--- src/rtl/iddmm_driver.sv ---
// ============================================================================
// iddmm_driver
// ----------------------------------------------------------------------------
// Host-side initiator for one IDDMM Montgomery multiplier instance.
//
// A job arrives as N beats of K-bit x/y/m words, least-significant word first.
// Each beat is copied into the multiplier operand RAMs through a registered
// write port. After the last write, the driver raises a task request. It then
// collects the N-word result into a local buffer. The buffer is replayed on a
// valid/ready stream, so downstream stalls never reach the multiplier.
//
// Parameters:
//   K        bits per word
//   N        words per operand
//   ADDR_W   word address width
//   TIMEOUT  grant-wait limit in cycles (timeout build only)
//
// Ports:
//   clk, rst                   single clock; synchronous active-high reset
//   in_valid / in_ready        operand beat handshake
//   in_x, in_y, in_m           operand words for the current beat
//   in_mask                    RAM write mask {m,y,x}; sampled on word 0
//   in_m1                      -m^-1 mod 2^K; sampled on word 0
//   wr_ena, wr_addr            multiplier write strobe and word address
//   wr_x, wr_y, wr_m, wr_m1    multiplier write data
//   task_req                   task request to the multiplier
//   task_grant, task_end       result word strobe, and last-word marker
//   task_res                   result word
//   m_valid / m_ready          result stream handshake
//   m_data, m_last             result stream payload
//   busy                       FSM is not idle
//   err                        one-cycle error pulse
//
// Optional feature:
//   Define IDDMM_DRV_TIMEOUT_EN to abandon a request that sees no grant
//   within TIMEOUT cycles. Without it, REQ waits indefinitely.
// ============================================================================
module iddmm_driver #(
    parameter int K       = 128,
    parameter int N       = 32,
    parameter int ADDR_W  = $clog2(N),
    parameter int TIMEOUT = 4096
) (
    input  logic              clk,
    input  logic              rst,
    input  logic              in_valid,
    output logic              in_ready,
    input  logic [K-1:0]      in_x,
    input  logic [K-1:0]      in_y,
    input  logic [K-1:0]      in_m,
    input  logic [2:0]        in_mask,
    input  logic [K-1:0]      in_m1,
    output logic [2:0]        wr_ena,
    output logic [ADDR_W-1:0] wr_addr,
    output logic [K-1:0]      wr_x,
    output logic [K-1:0]      wr_y,
    output logic [K-1:0]      wr_m,
    output logic [K-1:0]      wr_m1,
    output logic              task_req,
    input  logic              task_grant,
    input  logic              task_end,
    input  logic [K-1:0]      task_res,
    output logic              m_valid,
    input  logic              m_ready,
    output logic [K-1:0]      m_data,
    output logic              m_last,
    output logic              busy,
    output logic              err
);

    // Counters carry one extra bit so that the value N is representable.
    localparam int               CNT_W    = ADDR_W + 1;
    localparam logic [CNT_W-1:0] N_CNT    = CNT_W'(N);
    localparam logic [CNT_W-1:0] LAST_IDX = CNT_W'(N - 1);
    localparam logic [CNT_W-1:0] ONE_CNT  = CNT_W'(1);

    typedef enum logic [2:0] {
        IDLE,
        LOAD,
        REQ,
        COLLECT,
        DRAIN
    } state_t;

    state_t           state;
    state_t           state_next;

    logic [CNT_W-1:0] beat_cnt;
    logic [CNT_W-1:0] word_cnt;
    logic [CNT_W-1:0] rd_idx;
    logic [2:0]       mask_q;
    logic [K-1:0]     m1_q;
    logic             req_q;
    logic             ovf_flag;
    logic [K-1:0]     res_buf [N];

    logic [CNT_W-1:0] beat_idx;
    logic [CNT_W-1:0] word_cnt_next;
    logic [2:0]       mask_eff;
    logic             accept;
    logic             last_beat;
    logic             grant_take;
    logic             store;
    logic             overflow;
    logic             end_evt;
    logic             drain_step;
    logic             req_next;
    logic             err_next;
    logic             timeout;

    // An all-zero mask would load nothing, so it is treated as a full load.
    assign mask_eff = (in_mask == 3'b000) ? 3'b111 : in_mask;

    assign in_ready = !rst && ((state == IDLE) || (state == LOAD));
    assign busy     = (state != IDLE);
    // The request drops in the same cycle as the first grant.
    assign task_req = req_q && !task_grant;
    assign m_valid  = (state == DRAIN);
    assign m_data   = m_valid ? res_buf[rd_idx[ADDR_W-1:0]] : '0;
    assign m_last   = m_valid && ((rd_idx + ONE_CNT) == word_cnt);
    assign wr_m1    = busy ? m1_q : '0;

`ifdef IDDMM_DRV_TIMEOUT_EN
    localparam int TO_W = $clog2(TIMEOUT + 1);

    logic [TO_W-1:0] to_cnt;

    // Count the cycles in which the request is visible and still not granted.
    always_ff @(posedge clk) begin
        if (rst) begin
            to_cnt <= '0;
        end else if ((state == REQ) && req_q && !task_grant) begin
            to_cnt <= to_cnt + TO_W'(1);
        end else begin
            to_cnt <= '0;
        end
    end

    assign timeout = (state == REQ) && req_q && !task_grant &&
                     (to_cnt == TO_W'(TIMEOUT - 1));
`else
    // No grant limit in this build; the term folds to constant zero.
    assign timeout = 1'b0 && (TIMEOUT > 0);
`endif

    // State register
    always_ff @(posedge clk) begin
        if (rst) begin
            state <= IDLE;
        end else begin
            state <= state_next;
        end
    end

    // Next-state logic and per-cycle control strobes
    always_comb begin
        state_next    = state;
        req_next      = 1'b0;
        err_next      = 1'b0;
        beat_idx      = (state == LOAD) ? beat_cnt : '0;
        accept        = in_valid && in_ready;
        last_beat     = (beat_idx == LAST_IDX);
        grant_take    = task_grant && ((state == REQ) || (state == COLLECT));
        store         = grant_take && (word_cnt < N_CNT);
        overflow      = grant_take && (word_cnt >= N_CNT);
        word_cnt_next = word_cnt + (store ? ONE_CNT : '0);
        end_evt       = task_end && ((state == COLLECT) ||
                                     ((state == REQ) && task_grant));
        drain_step    = m_valid && m_ready;

        case (state)
            IDLE: begin
                if (accept) begin
                    state_next = last_beat ? REQ : LOAD;
                end
                if (task_grant) begin
                    err_next = 1'b1;
                end
            end
            LOAD: begin
                if (accept && last_beat) begin
                    state_next = REQ;
                end
                if (task_grant) begin
                    err_next = 1'b1;
                end
            end
            REQ: begin
                // The request is raised one cycle after entry, so it follows
                // the final operand write.
                if (timeout) begin
                    state_next = IDLE;
                    err_next   = 1'b1;
                end else if (task_grant) begin
                    state_next = end_evt ? DRAIN : COLLECT;
                end else begin
                    req_next = 1'b1;
                end
            end
            COLLECT: begin
                if (end_evt) begin
                    state_next = DRAIN;
                end
            end
            DRAIN: begin
                if (drain_step && m_last) begin
                    state_next = IDLE;
                end
                if (task_grant) begin
                    err_next = 1'b1;
                end
            end
            default: begin
                state_next = IDLE;
            end
        endcase

        // Excess result words are flagged only on their first occurrence.
        if (overflow && !ovf_flag) begin
            err_next = 1'b1;
        end
        if (end_evt && (word_cnt_next != N_CNT)) begin
            err_next = 1'b1;
        end
    end

    // Operand write port, job registers, counters and the error pulse
    always_ff @(posedge clk) begin
        if (rst) begin
            wr_ena   <= '0;
            wr_addr  <= '0;
            wr_x     <= '0;
            wr_y     <= '0;
            wr_m     <= '0;
            beat_cnt <= '0;
            word_cnt <= '0;
            rd_idx   <= '0;
            mask_q   <= '0;
            m1_q     <= '0;
            req_q    <= 1'b0;
            ovf_flag <= 1'b0;
            err      <= 1'b0;
        end else begin
            wr_ena <= '0;
            err    <= err_next;
            req_q  <= req_next;

            if (accept) begin
                wr_ena   <= (state == IDLE) ? mask_eff : mask_q;
                wr_addr  <= beat_idx[ADDR_W-1:0];
                wr_x     <= in_x;
                wr_y     <= in_y;
                wr_m     <= in_m;
                beat_cnt <= beat_idx + ONE_CNT;
            end

            if (state == IDLE) begin
                word_cnt <= '0;
                rd_idx   <= '0;
                ovf_flag <= 1'b0;
                if (accept) begin
                    mask_q <= mask_eff;
                    m1_q   <= in_m1;
                end
            end

            if (store) begin
                word_cnt <= word_cnt_next;
            end
            if (overflow) begin
                ovf_flag <= 1'b1;
            end
            if (drain_step) begin
                rd_idx <= rd_idx + ONE_CNT;
            end
        end
    end

    // Result buffer; stale contents are never visible because m_data is gated
    always_ff @(posedge clk) begin
        if (store) begin
            res_buf[word_cnt[ADDR_W-1:0]] <= task_res;
        end
    end

endmodule

--- config.mk ---
export PLATFORM = sky130hd
export DESIGN_NAME = iddmm_driver
export DESIGN_NICKNAME = d
export VERILOG_FILES = /design/src/rtl/iddmm_driver.sv
export SDC_FILE = /design/constraint.sdc
export NUM_CORES = 2
export LEC_CHECK = 0
export BUFFER_PORTS_ARGS = -buffer_cell sky130_fd_sc_hd__buf_2
export CAP_MARGIN = 10
export CORE_MARGIN = 8
export CORE_UTILIZATION = 30
export CTS_CLUSTER_SIZE = 28
export DETAILED_ROUTE_END_ITERATION = 6
export PLACE_DENSITY = 0.45
export SETUP_SLACK_MARGIN = 0.4
export SYNTH_ARGS = -nofsm -noshare
export SYNTH_HDL_FRONTEND = slang
export SYNTH_SLANG_ARGS = --single-unit
--- constraint.sdc ---
create_clock -name clk -period 13.1 [get_ports clk]
set_clock_uncertainty 0.2 [all_clocks]
set_input_delay 2.62 -clock clk [delete_from_list [all_inputs] [get_ports clk]]
set_output_delay 2.62 -clock clk [all_outputs]
set_load 0.03 [all_outputs]
==> summary.md <==
| Metric | Value |
|---|---|
| Chip height | 784 um |
| Total CTS buffers | 537 |
| Core Region | between 500000 and 600000 um^2 |
| Netlist cell types | 55 |
| CP arrival | approximately 6.5 ns |
| Yosys warnings | 0 |
| Power Dens Cells | between 150 and 200 nW/um^2 |
| Global-route wire length before repair | 930 mm |
| Worst path bufs/invs | 4 |
| Async SR Flop Fraction | 0% |
| CTS Sinks | 4648 |
| Worst min path class | reg -> reg |
| Worst-path cell chain | buf_4, buf_4, buf_4, mux2i_1, a22o_1, nor4_2, buf_2 |
| Post-synth EDFFs | 4096 |
| I/O Buffers | 1302 |
| Failing checks | max-slew violations |
| #FFs+latches synth | 4648 |
| Clock H-tree levels | 6 |
| Detail Placement HPWL | approximately 440 mm |
| Fin util | 35.5% |
| Slowest stage delay, CP | 0.98 ns |
| Hold buffers post-CTS | 0 |
| Total number of vias | 95.6k |
| Final wirelength | 704 mm |
| Critical Path End Type | output pin |
| Crit-path leading delay family | buffers and inverters |
| Clk Latency, worst-skew pair | around 1.0 ns |
| Crit path time final | approximately 9.3 ns |
| Top post-synthesis cells by area | edfxtp_1 (70%), mux4_2 (13%), dfxtp_1 (6.3%), mux2i_1 (1.5%), nand2_1 (1.4%) |
| Fin cells | 18.7k |
| Syn Inst Count | 8915 |
| Number of vias per cell | 5.10 |
| Initial antenna violation count | roughly 330 |
| Leakage power | 65.8 nW |
| Syn Nets | 9569 |
| Drt pass-1 iters | 7 |
| RSZ-0062 raised after global routing | no |
| Synth Flop Type | edfxtp_1 |
| Sum Neg Setup Slack | 0 ns |
| Mean Syn Cell Area | ~20 um^2 |
| Post-Synth Adder-Cell Area | 0.0354% |
| Area leader, netlist | edfxtp_1 |
| I/O pins | 1303 |
| Rel. slew slack | -7.74% |
| Main combinational cell family by area after synthesis | multiplexers |
| Maximum vdd drop | 137 uV |
| Longest Clk Path Bufs | 4 |
| Status | finished with violations |
| Top-area cell type share of the netlist area | 69.6% |
| Number of global-route vias before repair | ~98k |
| Slew at the pin closest to its max-slew limit | 1.62 ns |
| Fmax | around 110 MHz |
| GRT overflow | 0 |
| Layout cells sized above 1 | 31.5% |
| Worst Path Required | 10.28 ns |
| Tot Pwr | 32.1 mW |
| Post-DRT Antenna Nets | 0 |
| Mapped Area | around 180000 um^2 |
| Residual DRC count | 0 |
| Gp weighted congestion | 1.00 |
| Startpoint Class | flip-flop |
| Max Transition Viols Final | 44 |
| Post-DR wirelength/cell | 37.6 um |
| Hold_ws | around 0.25 ns |
| Final period utilization | 71.3% |
| Root buffer cell | clkbuf_16 |
| Final Hold Vio Count | 0 |
| Setup-failing EPs final | 0 |
| Crit Path Category | reg -> out |
| Initial DRC Count | slightly above 8k |
| Num rows | 282 |
| Largest net degree at the start of global routing | ~170 |
| Die W | a little under 800 um |
| CP dominant cell by count | buf_4 |
| Mux cell area share after synthesis | approximately 15% |
| Register area share after synthesis | 75.8% |
| Placed Instances | 17.6k |
| Maximum fanout along the worst path | 50 |
| Post-Synth Simple-Gate Area | 4.51% |
| Post-Synth XOR/XNOR Area | 0.0396% |
| # nets final | 11.0k |
| Die area | 614000 um^2 |
| CTS tree | built |
| Syn-to-layout area delta | 18.2% |
| CP max-delay cell | dfxtp_4 |
| Max-Cap Viols | 0 |
| Post-synthesis compound-gate area fraction | around 3.2% |
| CTS resizes | 0 |
| Initial core utilization | 30.0% |
| Post-CTS Setup Bufs | 0 |
| GRT Util Overall | about 22% |
| Clock transition at path regs | 0.06 ns |
-- path summary, 6_finish.rpt --
check / startpoint / to / slack, ns / depth (start not counted)
worst max-delay path: flip-flop / m_data[113] / 3.76 / 7
worst min-delay path: wr_addr[2] / wr_addr[2] / 0.25 / 2
worst max register to register: state[2] / res_buf[6][71] / 8.01 / 6
worst min register to register: wr_addr[2] / wr_addr[2] / 0.25 / 2
-- worst min-delay path, stage by stage, from the launching register on --
cell,delay [ns]
dfxtp_1,0.30
nand2_1,0.05
a21oi_1,0.05
-- stage by stage --
stage / worst slack, ns / cell area [um^2]
after global placement: 4.56 / 192000
final: 3.76 / 209000
after floorplan: 3.17 / 177000
after global routing: 3.52 / 209000
after CTS: 3.37 / 209000
after detailed placement: 4.57 / 192000
-- synthesized netlist by cell type (5+ instances only) --
cell,instances
nor3_1,6
buf_8,9
nand2_1,661
edfxtp_1,4096
o21ai_0,399
clkbuf_1,260
mux4_2,1018
ha_1,5
and3_1,5
nand3_1,18
dfxtp_1,552
xnor2_1,5
a21oi_1,155
or3_1,10
buf_1,7
a22o_1,128
buf_6,62
buf_12,14
inv_1,10
mux2i_1,257
nor2_1,72
o22ai_1,256
a211oi_1,6
mux4_1,6
buf_4,35
buf_2,173
nand2b_1,388
and2_1,132
nor4_2,128
-- flip-flops by register name, indices dropped and copies added, names as in the netlist, named ones only --
register,cells
wr_ena,3
wr_y,128
wr_m,128
rd_idx,6
ovf_flag,1
state,3
res_buf,4096
mask_q,3
err,1
beat_cnt,6
wr_addr,5
wr_x,128
m1_q,128
word_cnt,6
req_q,1
-- power breakdown --
part	switching (mW)	total [mW]	internal, mW	leakage (nW)
logic	0.970	1.25	0.280	16.3
clock network	6.20	14.4	8.23	8.14
registers	0.167	16.4	16.2	41.3
-- kinds of logic (layout without fill, tap and decap cells) --
logic type / count (synthesis) / in the layout
AND/OR/NAND/NOR: 1438 / 1438
buffers and inverters: 571 / 2434
other: 0 / 139
AO/OA/AOI/OAI: 963 / 963
XOR/XNOR: 8 / 8
adder cells (fa/ha/maj): 5 / 5
flip-flops: 4648 / 4648
multiplexers: 1282 / 1282
-- area by class of cell --
type | count | area [um^2]
Clock inverter | 249 | 2270
Sequential cell | 4648 | 134000
Clock buffer | 691 | 14400
Fill cell | 55400 | 380000
Tap cell | 7810 | 9770
Timing Repair Buffer | 1483 | 8320
Multi-Input combinational cell | 3696 | 39800
Antenna cell | 139 | 348
Inverter | 11 | 42.5
-- placed cells by master (no fill, tap or decap), drive strengths merged, types with 2 or more instances in the layout --
master,synthesis,layout
clkinv,1,194
mux4,1024,1024
nor3,6,6
nand4,3,3
edfxtp,4096,4096
or3,10,10
nand4b,2,2
buf,300,1483
dfxtp,552,552
a22oi,4,4
nor2b,3,3
a31oi,3,3
bufinv,0,21
and3,5,5
a21oi,155,155
xor2,3,3
clkinvlp,0,9
diode,0,139
clkbuf,260,691
o22ai,256,256
nand2b,388,388
a211oi,6,6
nor4,129,129
xnor2,5,5
nand3b,4,4
inv,10,36
nand2,661,661
a22o,128,128
o21ai,399,399
nor2,73,73
mux2i,257,257
or3b,2,2
nand3,18,18
and2,132,132
ha,5,5
-- per-layer routing --
metal  track usage (%)  share of wire, %
met1              24.7                36
met2              39.8                51
met3              5.33               6.3
met4              10.4               6.0
met5                 0              0.20
(Power assumes the default switching activity.)
